==> src/rtl/lsu_pkg.sv <==
// Shared types and constants for the load/store unit.
// Optional feature macro: LSU_MISALIGN_CHECK_EN (see load_store_unit.sv).
package lsu_pkg;

  typedef enum logic [1:0] {
    ST_IDLE  = 2'd0,
    ST_READ  = 2'd1,
    ST_WRITE = 2'd2,
    ST_RESP  = 2'd3
  } lsu_state_e;

  localparam logic [1:0] SZ_BYTE = 2'b00;
  localparam logic [1:0] SZ_HALF = 2'b01;
  localparam logic [1:0] SZ_WORD = 2'b10;

  // Wide enough for MEM_LAT-1 with MEM_LAT up to 15.
  localparam int unsigned LSU_CNT_W = 4;

  // Halfword needs addr[0]=0; word (and size 11) needs addr[1:0]=0.
  function automatic logic lsu_misaligned(input logic [1:0] size, input logic [1:0] lo);
    logic mis;
    mis = 1'b0;
    case (size)
      SZ_BYTE: mis = 1'b0;
      SZ_HALF: mis = lo[0];
      default: mis = |lo;
    endcase
    return mis;
  endfunction

endpackage

==> src/rtl/lsu_lane_align.sv <==
// Little-endian lane handling: load extract/extend and store merge.
// Word size (10 or 11) ignores the lane; halfword uses lane[1] only.
module lsu_lane_align
  import lsu_pkg::*;
(
  input  logic [1:0]  size_i,
  input  logic [1:0]  lane_i,
  input  logic        unsigned_i,
  input  logic [31:0] word_i,
  input  logic [31:0] wdata_i,
  output logic [31:0] load_o,
  output logic [31:0] merge_o
);

  logic [31:0] shifted;

  // Shift the selected lane down and extend; overlay store data onto the word.
  always_comb begin
    shifted = '0;
    load_o  = word_i;
    merge_o = wdata_i;
    case (size_i)
      SZ_BYTE: begin
        shifted = word_i >> {lane_i, 3'b000};
        load_o  = unsigned_i ? {24'h0, shifted[7:0]} : {{24{shifted[7]}}, shifted[7:0]};
        merge_o = word_i;
        merge_o[{lane_i, 3'b000} +: 8] = wdata_i[7:0];
      end
      SZ_HALF: begin
        shifted = word_i >> {lane_i[1], 4'b0000};
        load_o  = unsigned_i ? {16'h0, shifted[15:0]} : {{16{shifted[15]}}, shifted[15:0]};
        merge_o = word_i;
        merge_o[{lane_i[1], 4'b0000} +: 16] = wdata_i[15:0];
      end
      default: begin
        load_o  = word_i;
        merge_o = wdata_i;
      end
    endcase
  end

endmodule

==> src/rtl/load_store_unit.sv <==
// Load/store unit between EX/MEM and a word-addressed data memory.
// Sub-word stores are read-modify-write. Define LSU_MISALIGN_CHECK_EN to
// complete misaligned half/word accesses as errors without touching memory.
module load_store_unit
  import lsu_pkg::*;
#(
  parameter int unsigned MEM_LAT = 1
) (
  input  logic        clk_i,
  input  logic        rst_i,
  input  logic        req_valid_i,
  output logic        req_ready_o,
  input  logic        req_we_i,
  input  logic [1:0]  req_size_i,
  input  logic        req_unsigned_i,
  input  logic [31:0] req_addr_i,
  input  logic [31:0] req_wdata_i,
  output logic        rsp_valid_o,
  output logic [31:0] rsp_rdata_o,
  output logic        rsp_err_o,
  output logic        stall_o,
  output logic        mem_read_o,
  output logic        mem_write_o,
  output logic [31:0] mem_addr_o,
  output logic [31:0] mem_wdata_o,
  input  logic [31:0] mem_rdata_i
);

  localparam logic [LSU_CNT_W-1:0] CNT_INIT = LSU_CNT_W'(MEM_LAT - 1);

  lsu_state_e           state_q, state_d;
  logic [LSU_CNT_W-1:0] cnt_q, cnt_d;
  logic [31:0]          addr_q, addr_d;
  logic [1:0]           size_q, size_d;
  logic                 we_q, we_d;
  logic                 uns_q, uns_d;
  logic [31:0]          wdata_q, wdata_d;
  logic [31:0]          word_q, word_d;
  logic                 err_q, err_d;

  logic        accept;
  logic        req_mis;
  logic        req_word;
  logic [31:0] load_data;
  logic [31:0] merge_data;

  assign accept   = req_valid_i && req_ready_o;
  assign req_word = (req_size_i != SZ_BYTE) && (req_size_i != SZ_HALF);

`ifdef LSU_MISALIGN_CHECK_EN
  assign req_mis = lsu_misaligned(req_size_i, req_addr_i[1:0]);
`else
  assign req_mis = 1'b0;
`endif

  lsu_lane_align u_align (
    .size_i     (size_q),
    .lane_i     (addr_q[1:0]),
    .unsigned_i (uns_q),
    .word_i     (word_q),
    .wdata_i    (wdata_q),
    .load_o     (load_data),
    .merge_o    (merge_data)
  );

  // State and request/data registers.
  always_ff @(posedge clk_i) begin
    if (rst_i) begin
      state_q <= ST_IDLE;
      cnt_q   <= '0;
      addr_q  <= '0;
      size_q  <= '0;
      we_q    <= 1'b0;
      uns_q   <= 1'b0;
      wdata_q <= '0;
      word_q  <= '0;
      err_q   <= 1'b0;
    end else begin
      state_q <= state_d;
      cnt_q   <= cnt_d;
      addr_q  <= addr_d;
      size_q  <= size_d;
      we_q    <= we_d;
      uns_q   <= uns_d;
      wdata_q <= wdata_d;
      word_q  <= word_d;
      err_q   <= err_d;
    end
  end

  // Next-state: accept in IDLE/RESP, count read latency, capture read word.
  always_comb begin
    state_d = state_q;
    cnt_d   = cnt_q;
    addr_d  = addr_q;
    size_d  = size_q;
    we_d    = we_q;
    uns_d   = uns_q;
    wdata_d = wdata_q;
    word_d  = word_q;
    err_d   = err_q;
    case (state_q)
      ST_IDLE, ST_RESP: begin
        if (accept) begin
          addr_d  = req_addr_i;
          size_d  = req_size_i;
          we_d    = req_we_i;
          uns_d   = req_unsigned_i;
          wdata_d = req_wdata_i;
          err_d   = req_mis;
          cnt_d   = CNT_INIT;
          if (req_mis)                    state_d = ST_RESP;
          else if (req_we_i && req_word)  state_d = ST_WRITE;
          else                            state_d = ST_READ;
        end else begin
          state_d = ST_IDLE;
        end
      end
      ST_READ: begin
        if (cnt_q == '0) begin
          word_d  = mem_rdata_i;
          state_d = we_q ? ST_WRITE : ST_RESP;
        end else begin
          cnt_d = cnt_q - 1'b1;
        end
      end
      ST_WRITE: state_d = ST_RESP;
      default:  state_d = ST_IDLE;
    endcase
  end

  // Outputs decoded from the current state and latched request.
  always_comb begin
    req_ready_o = (state_q == ST_IDLE) || (state_q == ST_RESP);
    stall_o     = (req_valid_i && req_ready_o) || (state_q == ST_READ) || (state_q == ST_WRITE);
    mem_read_o  = (state_q == ST_READ);
    mem_write_o = (state_q == ST_WRITE);
    mem_addr_o  = {addr_q[31:2], 2'b00};
    mem_wdata_o = (state_q == ST_WRITE) ? merge_data : '0;
    rsp_valid_o = (state_q == ST_RESP);
    rsp_rdata_o = (state_q == ST_RESP && !we_q && !err_q) ? load_data : '0;
`ifdef LSU_MISALIGN_CHECK_EN
    rsp_err_o   = (state_q == ST_RESP) && err_q;
`else
    rsp_err_o   = 1'b0;
`endif
  end

endmodule

==> config.mk <==
export PLATFORM = sky130hd
export DESIGN_NAME = load_store_unit
export DESIGN_NICKNAME = d
export VERILOG_FILES = /design/src/rtl/lsu_pkg.sv /design/src/rtl/lsu_lane_align.sv /design/src/rtl/load_store_unit.sv
export SDC_FILE = /design/constraint.sdc
export NUM_CORES = 1
export LEC_CHECK = 0
export CAP_MARGIN = 40
export CORE_MARGIN = 2
export CORE_UTILIZATION = 30
export CTS_CLUSTER_DIAMETER = 40
export DETAILED_ROUTE_END_ITERATION = 10
export PLACE_DENSITY = 0.58
export SYNTH_ARGS = -nofsm -noshare
export SYNTH_HDL_FRONTEND = slang
export SYNTH_SLANG_ARGS = --single-unit
==> constraint.sdc <==
create_clock -name clk_i -period 2.75 [get_ports clk_i]
set_input_delay 0.55 -clock clk_i [delete_from_list [all_inputs] [get_ports clk_i]]
set_output_delay 0.55 -clock clk_i [all_outputs]
set_load 0.02 [all_outputs]
==> qor.txt <==
clock root buffer = clkbuf_16
cell family with most CP delay = buffers and inverters
Fillers = 2115
CTS Sinks = 106
number of synthesized flops with an enable pin = 0
Layout area overhead = 45.3%
first-pass GRT wire length = 35.6 mm
Reg clk slew, reported paths = 0.07 ns
via-per-instance ratio = 5.06
initial antenna violation count = 1
sequential-to-total area share from yosys stat = 34.9%
fin. max-slew vios = 0
CP max stage delay = 0.37 ns
antenna-violating nets left = 0
total power = 4.98 mW
Startpoint Class = flop
Lkg Pwr = 3.37 nW
WP data required = 2.20 ns
Power Density = 564 mW/mm^2
min Tclk post-route = 2.74 ns
Clock power frac = 29.2%
Worst Max-Slew Pin Slew = 0.727 ns
Yosys warnings = 0
Hold Crit Class = flop to flop
Max-Cap Viols = 0
n_diodes = 0
RSZ-0062 raised after global routing = yes
ratio of cells with drive above 1 in the final layout = 19.0%
CP startpoint = addr_q[1]
Int Pwr = 3.30 mW
crit path DAT = 2.19 ns
worst-path cell with the longest stage delay = dfxtp_4
# rows = 52
min-delay src = addr_q[4]
RePlAce Congestion = 0.889
Finished Cell Area = 0.00882 sq mm
dpl hpwl = 16.9 mm
drt wl/cell = 18.0 microns
final net count = 1104
Port Buf Inserts = 201
Final Hold Viols = 0
htree depth = 3
die area = 0.0214 sq mm
WP buf/inv = 5
total core area = 0.0200 sq mm
Placed Area = 0.00844 sq mm
syn avg cell area = 7.55 sq um
largest net degree at the start of global routing = 70
CTS max path bufs = 2
Clk Latency, worst-skew pair = 0.35 ns
sequential share of power = 37.4%
Max VDD drop = 0.313 mV
CP Class = flop to output port
Net Sw Power = 1.68 mW
max_slew headroom = 51.6%
most frequent cells in the layout = nand2_1 (204), clkdlybuf4s50_1 (136), a21oi_1 (135)
most common cell after layout, fill and taps aside = nand2_1
Final setup viols = 0
worst-path cell chain = buf_12 > mux2i_2 > buf_4 > nand2_1 > nor4bb_4 > buf_4 > clkdlybuf4s15_2 > a21o_1 > clkdlybuf4s15_2
Inserted Clock Buffers = 9
vias in the first global route = 6222
wirelength, routed = 22.7 mm
Synth Flop Type = dfxtp_1
CP Max Fanout = 7
DRC = 0
Yosys reg bits = 106
height of the die = 146 microns
cells after synthesis = 805
Comb pwr share = 33.3%
CTS tree = done
RR Startpoint = state_q[0]
Syn Std Cell Area = 0.00607 sq mm
Max Freq = 0.365 GHz
Critical Path End Type = output port
top-level I/O count = 205
Tot GR Track Use = 21.3%
Die Wd = 146 microns
Switching Share = 33.8%
asr flop ratio synth = 0%
final worst-path cycle share = 99.8%
drt first pass iters = 8
Yosys cell types = 54
Iteration-0 DRC Markers = 472
Max Clock Skew = 0.00683 ns
initial core utilization = 30.3%
detailed-route via count = 6401
status = finished clean
global route total overflow = 0
## per-stage QoR
stage / util (%) / instances / hold WS, ns / TNS, ns / worst slack (ns)
2_1_floorplan: - / 807 / 0.436 / 0 / 0.00987
3_3_place_gp: 42.1 / 1247 / 0.441 / -0.540 / -0.0655
3_5_place_dp: 42.1 / 1247 / 0.446 / -0.791 / -0.0834
4_1_cts: 43.9 / 1266 / 0.455 / 0 / 0.000703
5_1_grt: 44.0 / 1266 / 0.470 / -0.917 / -0.0945
6_report: 44.0 / 1266 / 0.453 / 0 / 0.00686
## path summary, 6_finish.rpt
kind / end / slack [ns] / depth (start not counted)
worst min-delay path: addr_q[4] / 0.45 / 2
worst max register to register: state_q[0] / 0.67 / 6
worst min register to register: addr_q[4] / 0.45 / 2
worst max-delay path: rsp_rdata_o[30] / 0.007 / 9
## cells by family after synthesis
family                   Yosys count  share of synthesized area, %
other                              1                        0.0617
buffers and inverters            121                          10.5
adder cells (fa/ha/maj)           10                          2.06
AO/OA/AOI/OAI                    250                          25.5
AND/OR/NAND/NOR                  291                          21.0
flip-flops                       106                          34.9
multiplexers                      26                          5.83
## area by class of cell
| cell class | instances | area, sq um | share of cell area [%] |
|---|---|---|---|
| multi-input cells | 580 | 3500 | 39.6 |
| clock buffers | 12 | 256 | 2.91 |
| flip-flops and latches | 106 | 2130 | 24.1 |
| clock inverters | 4 | 73.8 | 0.837 |
| repair buffers | 275 | 2460 | 27.9 |
| well taps | 270 | 338 | 3.83 |
| inverters | 19 | 71.3 | 0.808 |
## power groups by stage
stage,clock [mW],sequential (mW),combinational (mW)
after global routing,1.55,1.88,1.82
after floorplan,0,1.82,1.01
after global placement,0,1.89,1.60
final,1.45,1.86,1.66
after CTS,1.50,1.86,1.63
after detailed placement,0,1.89,1.61
## flip-flops by register name, indices dropped and copies added, names as in the netlist
name / count
addr_q: 32
wdata_q: 32
word_q: 32
cnt_q: 4
size_q: 2
state_q: 2
uns_q: 1
we_q: 1
## what timing repair did
action | CTS | global route
gates resized for setup | 183 | 64
buffers inserted | 2 | 0
endpoints found under the setup margin | 64 | 58
endpoints found under the hold margin | 0 | 0
gates cloned | 1 | 0
hold buffers | 0 | 0
pin swaps | 2 | 5
## cells in the mapped netlist (all sizes together), types with 2 or more instances
| cell | number | area share (%) |
|---|---|---|
| a21oi | 136 | 11 |
| nor3 | 8 | 0.66 |
| o21ai | 18 | 1.5 |
| clkbuf | 42 | 2.6 |
| a221oi | 14 | 2.0 |
| o22ai | 9 | 0.93 |
| nand2b | 5 | 0.76 |
| nor2b | 10 | 1.0 |
| o221ai | 4 | 0.58 |
| a22o | 7 | 1.0 |
| a21o | 18 | 2.2 |
| a21boi | 16 | 2.0 |
| dfxtp | 106 | 35 |
| nor4b | 7 | 1.0 |
| mux4 | 7 | 2.6 |
| nand3 | 4 | 0.33 |
| mux2i | 17 | 2.8 |
| and3 | 2 | 0.21 |
| or2 | 2 | 0.21 |
| ha | 10 | 2.1 |
| inv | 19 | 1.2 |
| nor3b | 5 | 0.78 |
| nand2 | 206 | 13 |
| a22oi | 8 | 0.99 |
| a211oi | 4 | 0.49 |
| nor2 | 35 | 2.2 |
| mux2 | 2 | 0.43 |
| o211a | 2 | 0.33 |
| or3 | 2 | 0.21 |
| buf | 60 | 6.8 |
| a222oi | 8 | 1.3 |
## metal layers
layer  part of all wire [%]  vias up  track usage [%]
li1                       -     3123                -
met1                     44     2982             27.4
met2                     45      256             34.2
met3                    8.1       38             5.84
met4                    2.6        2             7.72
met5                  0.048        -                0
## worst reg2reg max path, delay by kind of cell, from the launching register on
family	cells	cell delay, ns
buffers and inverters	2	0.61
AO/OA/AOI/OAI	2	0.45
flip-flops	1	0.38
adder cells (fa/ha/maj)	1	0.38
AND/OR/NAND/NOR	1	0.16
Power figures use the tool's default switching activity.
